[src/rtl/mem_port_arbiter_pkg.sv]
// Shared definitions for the two-port main_memory arbiter: FSM state encoding,
// requester port indices and a port-to-one-hot helper.
package mem_port_arbiter_pkg;

  localparam int MARB_STATE_WIDTH = 2;

  typedef enum logic [MARB_STATE_WIDTH-1:0] {
    MARB_IDLE   = 2'd0,
    MARB_ACCESS = 2'd1,
    MARB_RESP   = 2'd2
  } marb_state_e;

  localparam logic MARB_PORT_FETCH = 1'b0;
  localparam logic MARB_PORT_DATA  = 1'b1;

  function automatic logic [1:0] marb_port_onehot(input logic port);
    marb_port_onehot = (port == MARB_PORT_DATA) ? 2'b10 : 2'b01;
  endfunction

endpackage

[src/rtl/mem_port_arbiter_if.sv]
// Requester handshake and main_memory bus of the arbiter; slave is the arbiter
// side, master is the requester/memory side.
interface mem_port_arbiter_if #(
  parameter int ADDR_W = 32,
  parameter int DATA_W = 32
);

  logic [1:0]        req_valid;
  logic [1:0]        req_ready;
  logic [1:0]        req_we;
  logic [ADDR_W-1:0] req_addr0;
  logic [ADDR_W-1:0] req_addr1;
  logic [DATA_W-1:0] req_wdata1;
  logic [1:0]        rsp_valid;
  logic [DATA_W-1:0] rsp_data;
  logic [ADDR_W-1:0] mem_raddr;
  logic [ADDR_W-1:0] mem_waddr;
  logic [DATA_W-1:0] mem_wdata;
  logic              mem_wen;
  logic [DATA_W-1:0] mem_rdata;
  logic              busy;

  modport slave (
    input  req_valid, req_we, req_addr0, req_addr1, req_wdata1, mem_rdata,
    output req_ready, rsp_valid, rsp_data, mem_raddr, mem_waddr, mem_wdata,
           mem_wen, busy
  );

  modport master (
    output req_valid, req_we, req_addr0, req_addr1, req_wdata1, mem_rdata,
    input  req_ready, rsp_valid, rsp_data, mem_raddr, mem_waddr, mem_wdata,
           mem_wen, busy
  );

endinterface

[src/rtl/mem_port_arbiter_rr_arbiter2.sv]
// Combinational two-way grant: a lone requester always wins; on a tie the port
// that did not win last time wins (round-robin) or the data port wins (fixed).
module rr_arbiter2
  import mem_port_arbiter_pkg::*;
#(
  parameter bit RR_EN = 1'b1
) (
  input  logic [1:0] req_valid,
  input  logic       last_grant,
  output logic       grant_valid,
  output logic       grant_port
);

  // Winner selection from the current request vector.
  always_comb begin
    grant_valid = 1'b0;
    grant_port  = MARB_PORT_FETCH;
    case (req_valid)
      2'b01: begin
        grant_valid = 1'b1;
        grant_port  = MARB_PORT_FETCH;
      end
      2'b10: begin
        grant_valid = 1'b1;
        grant_port  = MARB_PORT_DATA;
      end
      2'b11: begin
        grant_valid = 1'b1;
        grant_port  = RR_EN ? ~last_grant : MARB_PORT_DATA;
      end
      default: begin
        grant_valid = 1'b0;
        grant_port  = MARB_PORT_FETCH;
      end
    endcase
  end

endmodule

[src/rtl/mem_port_arbiter.sv]
// Shares single-ported main_memory between fetch (port 0) and data (port 1):
// accept in IDLE, read in ACCESS, one-cycle response pulse in RESP.
module mem_port_arbiter
  import mem_port_arbiter_pkg::*;
#(
  parameter int ADDR_W = 32,
  parameter int DATA_W = 32,
  parameter bit RR_EN  = 1'b1
) (
  input  logic               clk,
  input  logic               rst,
  mem_port_arbiter_if.slave  bus
);

  marb_state_e       state_q, state_d;
  logic              last_grant_q, last_grant_d;
  logic              port_q, port_d;
  logic              we_q, we_d;
  logic [ADDR_W-1:0] addr_q, addr_d;
  logic [1:0]        rsp_valid_q, rsp_valid_d;
  logic [DATA_W-1:0] rsp_data_q, rsp_data_d;

  logic              grant_valid_s;
  logic              grant_port_s;
  logic              sel_we_s;
  logic [ADDR_W-1:0] sel_addr_s;
  logic [DATA_W-1:0] sel_wdata_s;
  logic [1:0]        req_ready_s;
  logic [ADDR_W-1:0] mem_raddr_s;
  logic [ADDR_W-1:0] mem_waddr_s;
  logic [DATA_W-1:0] mem_wdata_s;
  logic              mem_wen_s;

  rr_arbiter2 #(
    .RR_EN (RR_EN)
  ) u_rr_arbiter2 (
    .req_valid   (bus.req_valid),
    .last_grant  (last_grant_q),
    .grant_valid (grant_valid_s),
    .grant_port  (grant_port_s)
  );

  // Request fields of the arbitration winner; the fetch port never carries data.
  always_comb begin
    if (grant_port_s == MARB_PORT_DATA) begin
      sel_addr_s  = bus.req_addr1;
      sel_wdata_s = bus.req_wdata1;
    end else begin
      sel_addr_s  = bus.req_addr0;
      sel_wdata_s = {DATA_W{1'b0}};
    end
    sel_we_s = bus.req_we[grant_port_s];
  end

  // Next state, holding registers and memory drive for the current state.
  always_comb begin
    state_d      = state_q;
    last_grant_d = last_grant_q;
    port_d       = port_q;
    we_d         = we_q;
    addr_d       = addr_q;
    rsp_valid_d  = 2'b00;
    rsp_data_d   = rsp_data_q;
    req_ready_s  = 2'b00;
    mem_raddr_s  = {ADDR_W{1'b0}};
    mem_waddr_s  = {ADDR_W{1'b0}};
    mem_wdata_s  = {DATA_W{1'b0}};
    mem_wen_s    = 1'b0;
    case (state_q)
      MARB_IDLE: begin
        if (grant_valid_s) begin
          req_ready_s  = marb_port_onehot(grant_port_s);
          port_d       = grant_port_s;
          we_d         = sel_we_s;
          addr_d       = sel_addr_s;
          last_grant_d = grant_port_s;
          state_d      = MARB_ACCESS;
          // Writes go straight to memory in the accept cycle; reads start here.
          if (sel_we_s) begin
            mem_wen_s   = 1'b1;
            mem_waddr_s = sel_addr_s;
            mem_wdata_s = sel_wdata_s;
          end else begin
            mem_raddr_s = sel_addr_s;
          end
        end else begin
          state_d = MARB_IDLE;
        end
      end
      MARB_ACCESS: begin
        mem_raddr_s = addr_q;
        if (we_q) begin
          rsp_data_d = {DATA_W{1'b0}};
        end else begin
          rsp_data_d = bus.mem_rdata;
        end
        rsp_valid_d = marb_port_onehot(port_q);
        state_d     = MARB_RESP;
      end
      MARB_RESP: begin
        state_d = MARB_IDLE;
      end
      default: begin
        state_d = MARB_IDLE;
      end
    endcase
  end

  // FSM and holding registers; reset abandons an in-flight transaction.
  always_ff @(posedge clk or posedge rst) begin
    if (rst) begin
      state_q      <= MARB_IDLE;
      last_grant_q <= MARB_PORT_DATA;
      port_q       <= MARB_PORT_FETCH;
      we_q         <= 1'b0;
      addr_q       <= {ADDR_W{1'b0}};
      rsp_valid_q  <= 2'b00;
      rsp_data_q   <= {DATA_W{1'b0}};
    end else begin
      state_q      <= state_d;
      last_grant_q <= last_grant_d;
      port_q       <= port_d;
      we_q         <= we_d;
      addr_q       <= addr_d;
      rsp_valid_q  <= rsp_valid_d;
      rsp_data_q   <= rsp_data_d;
    end
  end

  // Combinational accept and memory drive are forced quiet while reset is held.
  assign bus.req_ready = rst ? 2'b00 : req_ready_s;
  assign bus.mem_raddr = rst ? {ADDR_W{1'b0}} : mem_raddr_s;
  assign bus.mem_waddr = rst ? {ADDR_W{1'b0}} : mem_waddr_s;
  assign bus.mem_wdata = rst ? {DATA_W{1'b0}} : mem_wdata_s;
  assign bus.mem_wen   = rst ? 1'b0 : mem_wen_s;
  assign bus.rsp_valid = rsp_valid_q;
  assign bus.rsp_data  = rsp_data_q;
  assign bus.busy      = (state_q != MARB_IDLE);

endmodule

[src/flat_wrapper.sv]
// flat-port wrapper written by rule: the top's interface ports become plain ports
module mem_port_arbiter_flat import mem_port_arbiter_pkg::*;
#(
  parameter int ADDR_W = 32,
  parameter int DATA_W = 32,
  parameter bit RR_EN  = 1'b1
)
  (clk, rst, bus_req_valid, bus_req_we, bus_req_addr0, bus_req_addr1, bus_req_wdata1, bus_mem_rdata, bus_req_ready, bus_rsp_valid, bus_rsp_data, bus_mem_raddr, bus_mem_waddr, bus_mem_wdata, bus_mem_wen, bus_busy);
  mem_port_arbiter_if #(.ADDR_W(ADDR_W), .DATA_W(DATA_W)) bus_i ();
  input  logic clk;
  input  logic rst;
  input wire logic [$bits(bus_i.req_valid)-1:0] bus_req_valid;
  input wire logic [$bits(bus_i.req_we)-1:0] bus_req_we;
  input wire logic [$bits(bus_i.req_addr0)-1:0] bus_req_addr0;
  input wire logic [$bits(bus_i.req_addr1)-1:0] bus_req_addr1;
  input wire logic [$bits(bus_i.req_wdata1)-1:0] bus_req_wdata1;
  input wire logic [$bits(bus_i.mem_rdata)-1:0] bus_mem_rdata;
  output wire logic [$bits(bus_i.req_ready)-1:0] bus_req_ready;
  output wire logic [$bits(bus_i.rsp_valid)-1:0] bus_rsp_valid;
  output wire logic [$bits(bus_i.rsp_data)-1:0] bus_rsp_data;
  output wire logic [$bits(bus_i.mem_raddr)-1:0] bus_mem_raddr;
  output wire logic [$bits(bus_i.mem_waddr)-1:0] bus_mem_waddr;
  output wire logic [$bits(bus_i.mem_wdata)-1:0] bus_mem_wdata;
  output wire logic [$bits(bus_i.mem_wen)-1:0] bus_mem_wen;
  output wire logic [$bits(bus_i.busy)-1:0] bus_busy;
  assign bus_i.req_valid = bus_req_valid;
  assign bus_i.req_we = bus_req_we;
  assign bus_i.req_addr0 = bus_req_addr0;
  assign bus_i.req_addr1 = bus_req_addr1;
  assign bus_i.req_wdata1 = bus_req_wdata1;
  assign bus_i.mem_rdata = bus_mem_rdata;
  assign bus_req_ready = bus_i.req_ready;
  assign bus_rsp_valid = bus_i.rsp_valid;
  assign bus_rsp_data = bus_i.rsp_data;
  assign bus_mem_raddr = bus_i.mem_raddr;
  assign bus_mem_waddr = bus_i.mem_waddr;
  assign bus_mem_wdata = bus_i.mem_wdata;
  assign bus_mem_wen = bus_i.mem_wen;
  assign bus_busy = bus_i.busy;
  mem_port_arbiter #(.ADDR_W(ADDR_W), .DATA_W(DATA_W), .RR_EN(RR_EN)) u_core (.clk(clk), .rst(rst), .bus(bus_i));
endmodule
[config.mk]
export PLATFORM = sky130hd
export DESIGN_NAME = mem_port_arbiter_flat
export DESIGN_NICKNAME = d
export VERILOG_FILES = /design/src/rtl/mem_port_arbiter_pkg.sv /design/src/rtl/mem_port_arbiter_if.sv /design/src/rtl/mem_port_arbiter_rr_arbiter2.sv /design/src/rtl/mem_port_arbiter.sv /design/src/flat_wrapper.sv
export SDC_FILE = /design/constraint.sdc
export NUM_CORES = 1
export LEC_CHECK = 0
export BUFFER_PORTS_ARGS = -buffer_cell sky130_fd_sc_hd__buf_2
export CAP_MARGIN = 20
export CORE_MARGIN = 5
export CORE_UTILIZATION = 43
export CTS_CLUSTER_SIZE = 20
export DETAILED_ROUTE_END_ITERATION = 6
export GPL_TIMING_DRIVEN = 0
export PLACE_DENSITY_LB_ADDON = 0.25
export RECOVER_POWER = 100
export REMOVE_ABC_BUFFERS = 1
export SYNTH_ARGS = -nofsm -noshare
export SYNTH_HDL_FRONTEND = slang
export SYNTH_SLANG_ARGS = --single-unit
[constraint.sdc]
create_clock -name clk -period 2.98 [get_ports clk]
set_input_delay 0.298 -clock clk [delete_from_list [all_inputs] [get_ports clk]]
set_output_delay 0.298 -clock clk [all_outputs]
set_load 0.005 [all_outputs]
Yosys cells after proc, flatten, opt, wreduce, memory -nomap -nowiden --
Index checks and enable logic that the tools add are counted.
Word-level totals: memory bits (read-only) 0, output and inout bits 134, memories 0, logic and storage cells 48, bits in writable memories 0, input bits 134, latch bits 0, bits in registers 71
Operators by class: eq/ne operators 4, $lt $le $gt $ge 1, multipliers 0, divide/modulo/power cells 0, add/subtract/negate cells 0, reduce and logical (&&, ||, !) cells 4, multiplexer cells 31, bitwise logic cells 1, shift operators 0
Operator list (count):
- two-way mux 32 bit | 14
- case mux 32 bit (2 select lines) | 1
- two-way mux 2 bit | 6
- two-way mux 1 bit | 8
- == test 2 x 1 -> 1 bit (second input constant) | 2
- == test 2 bit (second input constant) | 2
- case mux 2 bit (2 select lines) | 1
- OR reduction 3 bit | 1
- logical NOT 2 bit | 1
- < comparator 1 x 2 -> 1 bit (second input constant) | 1
- case mux 1 bit (2 select lines) | 1
- AND reduction 2 bit | 1
- nonzero test 2 bit | 1
- NOT 1 bit | 1

Longest topological paths before layout --
Gate-level depths: netlist (run 1).
depth after elaboration 8, gate-level depth with buffers 6, mapped depth without buffers 4

Hierarchy --
From an unflattened synthesis (run 1), not the netlist that was laid out.
Unflattened totals: cell total of the unflattened synthesis 456, area total of the unflattened synthesis 3912.5 µm²
By module, submodules not included:
- mem_port_arbiter | sequential area each 1778.0 µm², times used 1, cells an instance 454, area an instance 3898.7 µm²
- rr_arbiter2 | sequential area each 0.0 µm², times used 1, cells an instance 2, area an instance 13.8 µm²

Worst setup path before layout (run 1) --
Ideal clock, no wire load.
kind input to output, from input rst, to output bus_mem_wdata[22], setup slack 136 ps, cell stages on the path 4, buffers on the path 1, required time 2682 ps, arrival 2546 ps, cell sequence inv_1 -> and3_1 -> buf_2 -> and3_1
Between the ends: word-level cells in the longest chain between the ends 1
RTL lines:
- from (decl) | RTL line flat_wrapper.sv:11 | input logic rst;
- two-way mux 32 bit | RTL line mem_port_arbiter.sv:134 | assign bus.mem_wdata = rst ? {DATA_W{1'b0}} : mem_wdata_s;
- to (decl) | RTL line flat_wrapper.sv:23 | output wire logic [$bits(bus_i.mem_wdata)-1:0] bus_mem_wdata;
No other way between the ends.

Worst setup path after layout (run 1) --
from register u_core.state_q[1], to output bus_mem_wdata[15]
Between the ends: word-level cells in the longest chain between the ends 3
RTL lines:
- from (decl) | RTL line mem_port_arbiter.sv:15 | marb_state_e state_q, state_d;
- from (signal assigned) | RTL line mem_port_arbiter.sv:120 | state_q <= state_d;
- logical NOT 2 bit | RTL line mem_port_arbiter.sv:69 | case (state_q)
- two-way mux 32 bit | RTL line mem_port_arbiter.sv:69
- two-way mux 32 bit | RTL line mem_port_arbiter.sv:134
No other way between the ends.

==> impl_metrics.json, run 1 <==
{
  "max_freq_mhz": 353,
  "fin_util_pct": 59.7,
  "die_x_um": 109,
  "endpoint_kind": "output port",
  "filler_cell_count": 978,
  "layout_min_cycle_time_ns": 2.84,
  "finalSetupViolCount": 0,
  "io_buffers": 267,
  "clk_pin_slew_ns": 0.07,
  "cp_top_family": "simple AND/OR/NAND/NOR gates",
  "fin_hold_ws_ns": 0.197,
  "cts_tree": "built",
  "postRouteWirelength_mm": 14.6,
  "path_buf_inv": 2,
  "root_buffer": "clkbuf_8",
  "io_pins": 268,
  "slew_headroom_pct": 35.3,
  "die_area_mm2": 0.0120,
  "critPathArrivalTime_ns": 2.54,
  "insertion_delay_ns": 0.35,
  "cp.required_ns": 2.68,
  "cp_common_cell": "and3_1",
  "hpwl_mm": 11.0,
  "htreeDepth": 3,
  "cp_slowest_cell": "and3_1",
  "rsz0062_at_grt": "no",
  "first_iter_violations": 318,
  "syn_to_final_growth_pct": 36.5,
  "finalHoldViolations": 0,
  "ys_types": 27,
  "hold_buffers": 0,
  "antenna_found_initial": 0,
  "wl_per_cell_um": 16.6,
  "total_leakage_power_nw": 2.85,
  "path_cells": "a211oi_4, buf_16, and3_1, and3_1, clkbuf_1",
  "first_pass_iters": 7,
  "drc": 0,
  "grt_pass1_vias": 4507,
  "grt_usage_pct": 23.2,
  "vias": 4802,
  "start_util_pct": 43.7,
  "clock_sinks": 71,
  "grt_overflow_total": 0,
  "switching_share_pct": 38.6,
  "drv_cap": 0,
  "via_per_inst": 5.45,
  "crit_type": "register to output port",
  "postSynthCellCount": 506,
  "tightest_slew_ns": 0.969,
  "layout_common_cells": "buf_2, clkbuf_1, nand3_1",
  "slew_violations": 0,
  "ant_nets": 0,
  "status": "completed",
  "p_sw_mw": 1.82,
  "cts_buffer_depth": 2,
  "ys_seq_elements": 71,
  "avgSynthCellArea_um2": 8.40,
  "cts_made_buffers": 9,
  "grt_max_degree": 74,
  "fin_nets": 877,
  "fin_crit_sh_pct": 95.1,
  "die_y_um": 109,
  "netlist_area_mm2": 0.00425,
  "p_clk_share_pct": 20.4,
  "ys_seq_area_share_pct": 41.8,
  "grt_first_pass_wirelength_mm": 22.1,
  "vdd_ir_drop_max_uv": 471,
  "rows": 36,
  "intPower_mw": 2.89,
  "skew_ns": 0.00553,
  "power_frac_comb_pct": 44.2,
  "drive_gt1_share_pct": 26.2,
  "gp_congestion": 0.763,
  "power_frac_seq_pct": 35.4,
  "power.density_mw_per_mm2": 811,
  "critical-path-max-stage-delay_ns": 0.70,
  "antenna_cells": 0,
  "final_common_cell": "buf_2",
  "critPathLaunchType": "register",
  "coreArea_mm2": 0.00973,
  "ys_warn_count": 0,
  "hp-class": "input port to register",
  "critical_path_peak_fanout": 32
}
==> cell usage after synthesis <==
cell type	instances	share of area, %
buf_6	4	1.1
a22o_1	1	0.21
nand2b_4	1	0.32
buf_4	3	0.53
clkbuf_2	1	0.12
a21oi_1	34	4.0
o21ai_0	67	7.9
and2_1	34	5.0
nor2_1	6	0.53
inv_1	4	0.35
buf_2	13	1.5
and4bb_1	1	0.29
and3_1	34	5.0
nand2_1	33	2.9
mux2i_1	1	0.24
a211oi_4	1	0.47
nand3_1	97	11
nand2b_1	34	5.0
buf_1	1	0.088
nor3b_2	1	0.29
clkbuf_1	29	2.6
a21boi_0	1	0.18
a221o_1	32	7.5
dfrtp_1	70	41
o32a_1	1	0.24
dfstp_2	1	0.62
nor3b_4	1	0.44
==> worst paths after layout <==
kind / startpoint / to / slack [ns] / cells past startpoint
worst max-delay path: u_core.state_q[1]$_DFF_PP0_ / bus_mem_wdata[15] / 0.14 / 5
worst min-delay path: bus_mem_rdata[25] / u_core.bus.rsp_data[25]$_DFFE_PP0P_ / 0.20 / 3
worst max register to register: u_core.state_q[1]$_DFF_PP0_ / u_core.bus.rsp_data[4]$_DFFE_PP0P_ / 0.89 / 3
worst min register to register: u_core.port_q$_DFFE_PP0P_ / u_core.bus.rsp_valid[0]$_DFF_PP0_ / 0.48 / 1
max in group asynchronous: rst / u_core.addr_q[22]$_DFFE_PP0P_ / 2.15 / 2
min in group asynchronous: rst / u_core.addr_q[5]$_DFFE_PP0P_ / 0.26 / 2
==> tightest hold or removal path, stage by stage <==
cell and delay [ns]:
buf_2 0.09, nand2b_1 0.05, o21ai_0 0.06
==> layer usage <==
metal | GRT usage [%] | share of wire, % | up-vias
met5 | 0 | 0 | -
met4 | 7.21 | 1.3 | 0
met3 | 7.22 | 12 | 21
met2 | 38.3 | 47 | 267
met1 | 29.0 | 40 | 2217
li1 | - | - | 2297
==> registers in the layout, indices dropped and copies added (netlist names) <==
register / flops
u_core.bus.rsp_valid: 2
u_core.last_grant_q: 1
u_core.state_q: 2
u_core.addr_q: 32
u_core.we_q: 1
u_core.bus.rsp_data: 32
u_core.port_q: 1
==> what timing repair did <==
item	4_1_cts	5_1_grt
pin swaps	2	0
buffers inserted	2	0
resized for setup	0	1
endpoints found under the setup margin	64	41
==> final cells by class <==
| class | count | area, um^2 | share of cell area [%] |
|---|---|---|---|
| timing repair buffer | 277 | 1370 | 23.6 |
| inverter | 4 | 17.5 | 0.302 |
| multi-input combinational | 380 | 2220 | 38.2 |
| clock buffer | 11 | 151 | 2.61 |
| clock inverter | 5 | 104 | 1.79 |
| tap | 133 | 166 | 2.87 |
| sequential | 71 | 1780 | 30.6 |
==> cells by family after synthesis <==
| kind of cell | Yosys count | synth area share (%) |
|---|---|---|
| multiplexers | 1 | 0.235 |
| buffers and inverters | 55 | 6.24 |
| flip-flops | 71 | 41.8 |
| AO/OA/AOI/OAI | 137 | 20.5 |
| AND/OR/NAND/NOR | 242 | 31.2 |
==> stage by stage <==
step	instances	setup WS (ns)	TNS, ns	total power [mW]	instance area, um^2
final	881	0.145	0	4.71	5800
after global routing	881	0.0163	0	5.11	5800
after CTS	881	0.0633	0	4.86	5950
after detailed placement	863	0.0595	0	3.87	5680
after global placement	855	-1.05	-58.84	3.65	5510
after floorplan	455	-0.0644	-2.00	2.83	4000
==> power groups by stage <==
stage	sequential (mW)	combinational [mW]	clock (mW)
final	1.67	2.08	0.961
after detailed placement	1.68	2.19	0
after global placement	1.65	2.00	0
after global routing	1.73	2.33	1.05
after floorplan	1.64	1.19	0
after CTS	1.67	2.20	0.988
No activity file was read; power rests on OpenSTA's default activity.
==> run 2, diff against run 1 <==
Settings changed: CORE_UTILIZATION 43 to 30.
Clock period 2.98 ns to 2.38 ns, I/O delays scaled along.
==> run 2 against run 1 <==
Final cell count up 6.0%. Clock skew is 0.0061 ns higher. Setup slack got worse by 0.026 ns. Core utilization decreased by 17 points. Sequential cell count unchanged. Highest routed layer unchanged. Global-route usage fell by 5.2 points. Combinational power is 29% higher. Largest cell class unchanged.
==> impl_metrics.json, run 2 (same netlist as run 1, synthesis figures left out) <==
{
  "drv_cap": 0,
  "reg2regPathDepth": 3,
  "total_leakage_power_nw": 2.97,
  "rows": 43,
  "coreArea_mm2": 0.0139,
  "fin_cells": 934,
  "gp_congestion": 0.869,
  "root_buffer": "clkbuf_16",
  "die_x_um": 129,
  "io_buffers": 267,
  "met1_length_mm": 6.28,
  "skew_ns": 0.0116,
  "rsz0062_at_grt": "no",
  "cts_buffer_depth": 2,
  "grt_max_degree": 74,
  "power_frac_comb_pct": 44.7,
  "slew_headroom_pct": 34.3,
  "cp_top_family": "compound AO/OA/AOI/OAI gates",
  "path_buf_inv": 2,
  "fin_nets": 883,
  "postRouteWirelength_mm": 15.7,
  "cp_slowest_cell": "dfstp_2",
  "htreeDepth": 3,
  "antenna_found_initial": 0,
  "route.met3.wl_mm": 1.71,
  "wl_per_cell_um": 16.8,
  "vias": 4773,
  "highest-signal-layer": "met4",
  "fin_util_pct": 43.0,
  "syn_to_final_growth_pct": 40.2,
  "wl_met2_mm": 7.44,
  "io_pins": 268,
  "max_freq_mhz": 442,
  "die_y_um": 129,
  "critical-path-max-stage-delay_ns": 0.63,
  "cts_made_buffers": 9,
  "start_util_pct": 30.6,
  "grt_pass1_vias": 4809,
  "grt_first_pass_wirelength_mm": 24.1,
  "vdd_ir_drop_max_uv": 547,
  "hold_buffers": 0,
  "slew_violations": 0,
  "grt_usage_pct": 17.9,
  "finalHoldViolations": 0,
  "dp.cells": 910,
  "layout_min_cycle_time_ns": 2.26,
  "grt_overflow_total": 0,
  "power_frac_seq_pct": 35.1,
  "critPathArrivalTime_ns": 2.02,
  "switching_share_pct": 39.2,
  "drc": 0,
  "via_per_inst": 5.11,
  "antenna_cells": 0,
  "endpoint_kind": "output port",
  "clk_pin_slew_ns": 0.06,
  "multi_input_area_mm2": 0.00224,
  "finalSetupViolCount": 0,
  "placed_cell_area_mm2": 0.00575,
  "cp.required_ns": 2.14,
  "cts_tree": "built",
  "ant_nets": 0,
  "reg2reg_from": "u_core.state_q[1]$_DFF_PP0_",
  "final_common_cell": "buf_2",
  "r2r_slack_ns": 0.39,
  "insertion_delay_ns": 0.32,
  "drive_gt1_share_pct": 30.1,
  "filler_cell_count": 1482,
  "critical_path_peak_fanout": 22,
  "tightest_slew_ns": 0.985,
  "power.density_mw_per_mm2": 1010,
  "path_cells": "a21boi_0, o32a_2, buf_6, a21oi_1, clkbuf_1",
  "hpwl_mm": 11.6,
  "die_area_mm2": 0.0167,
  "clock_sinks": 71,
  "layout_common_cells": "buf_2, nand3_1, clkbuf_1",
  "p_clk_share_pct": 20.2,
  "critPathLaunchType": "register",
  "crit_type": "register to output port",
  "p_sw_mw": 2.35,
  "status": "completed",
  "fin_hold_ws_ns": 0.0864,
  "first_pass_iters": 5,
  "fin_area_mm2": 0.00596,
  "hp-class": "input port to asynchronous set/reset pin",
  "final-seq-area_mm2": 0.00178,
  "final.setup.tns_ns": 0,
  "intPower_mw": 3.65,
  "first_iter_violations": 253,
  "fin_crit_sh_pct": 95.0,
  "r2r_end": "u_core.bus.rsp_data[6]$_DFFE_PP0P_"
}
-- run 2: worst max path at each step --
| stage | startpoint | endpoint | slack, ns | cells after the start |
|---|---|---|---|---|
| after CTS | u_core.state_q[1]$_DFF_PP0_ | bus_mem_raddr[8] | 0.03 | 5 |
| final | u_core.last_grant_q$_DFFE_PP1P_ | bus_mem_waddr[5] | 0.12 | 5 |
| after floorplan | rst | bus_mem_wdata[0] | -0.54 | 3 |
| after global routing | u_core.state_q[0]$_DFF_PP0_ | bus_mem_raddr[8] | 0.003 | 5 |
| after global placement | rst | bus_mem_wdata[23] | -1.53 | 5 |
| after detailed placement | bus_req_valid[1] | bus_mem_raddr[8] | -0.41 | 6 |
-- run 2: layout make-up --
type                            instances  area share (%)
Multi-Input combinational cell        381            37.5
Inverter                                4           0.336
Sequential cell                        71            29.8
Clock inverter                          2           0.273
Clock buffer                           14            4.26
Tap cell                              180            3.78
Timing Repair Buffer                  282            24.0
-- run 2: power by group through the flow --
| stage | Combinational, mW | Clock (mW) | Sequential (mW) |
|---|---|---|---|
| 6_report | 2.69 | 1.21 | 2.10 |
| 5_1_grt | 3.03 | 1.32 | 2.19 |
| 4_1_cts | 2.84 | 1.27 | 2.11 |
| 3_5_place_dp | 2.78 | 0 | 2.11 |
| 3_3_place_gp | 2.54 | 0 | 2.08 |
| 2_1_floorplan | 1.49 | 0 | 2.05 |
-- run 2: per-stage QoR --
stage                     total power, mW  setup WS, ns
after global routing                 6.54       0.00348
final                                6.01         0.119
after detailed placement             4.89        -0.411
after global placement               4.62         -1.53
after CTS                            6.22        0.0335
after floorplan                      3.54        -0.544
-- run 2: worst register-to-register path: cells and delay by family (launching register included) --
kind	cells	cell delay, ns
buf+inv	1	0.78
flops	1	0.54
compound gates	1	0.27
simple gates	1	0.23
-- run 2: metal layers --
metal / GRT usage [%] / up-vias
met5: 0 / -
met4: 6.36 / 0
met3: 6.27 / 27
met2: 29.8 / 237
met1: 21.6 / 2193
li1: - / 2316
-- run 2: repair_timing --
| action | 4_1_cts | 5_1_grt |
|---|---|---|
| endpoints found under the setup margin | 98 | 32 |
| pin swaps | 2 | 1 |
| resized for setup | 8 | 0 |
| gates cloned | 1 | 0 |
| buffers inserted | 4 | 3 |
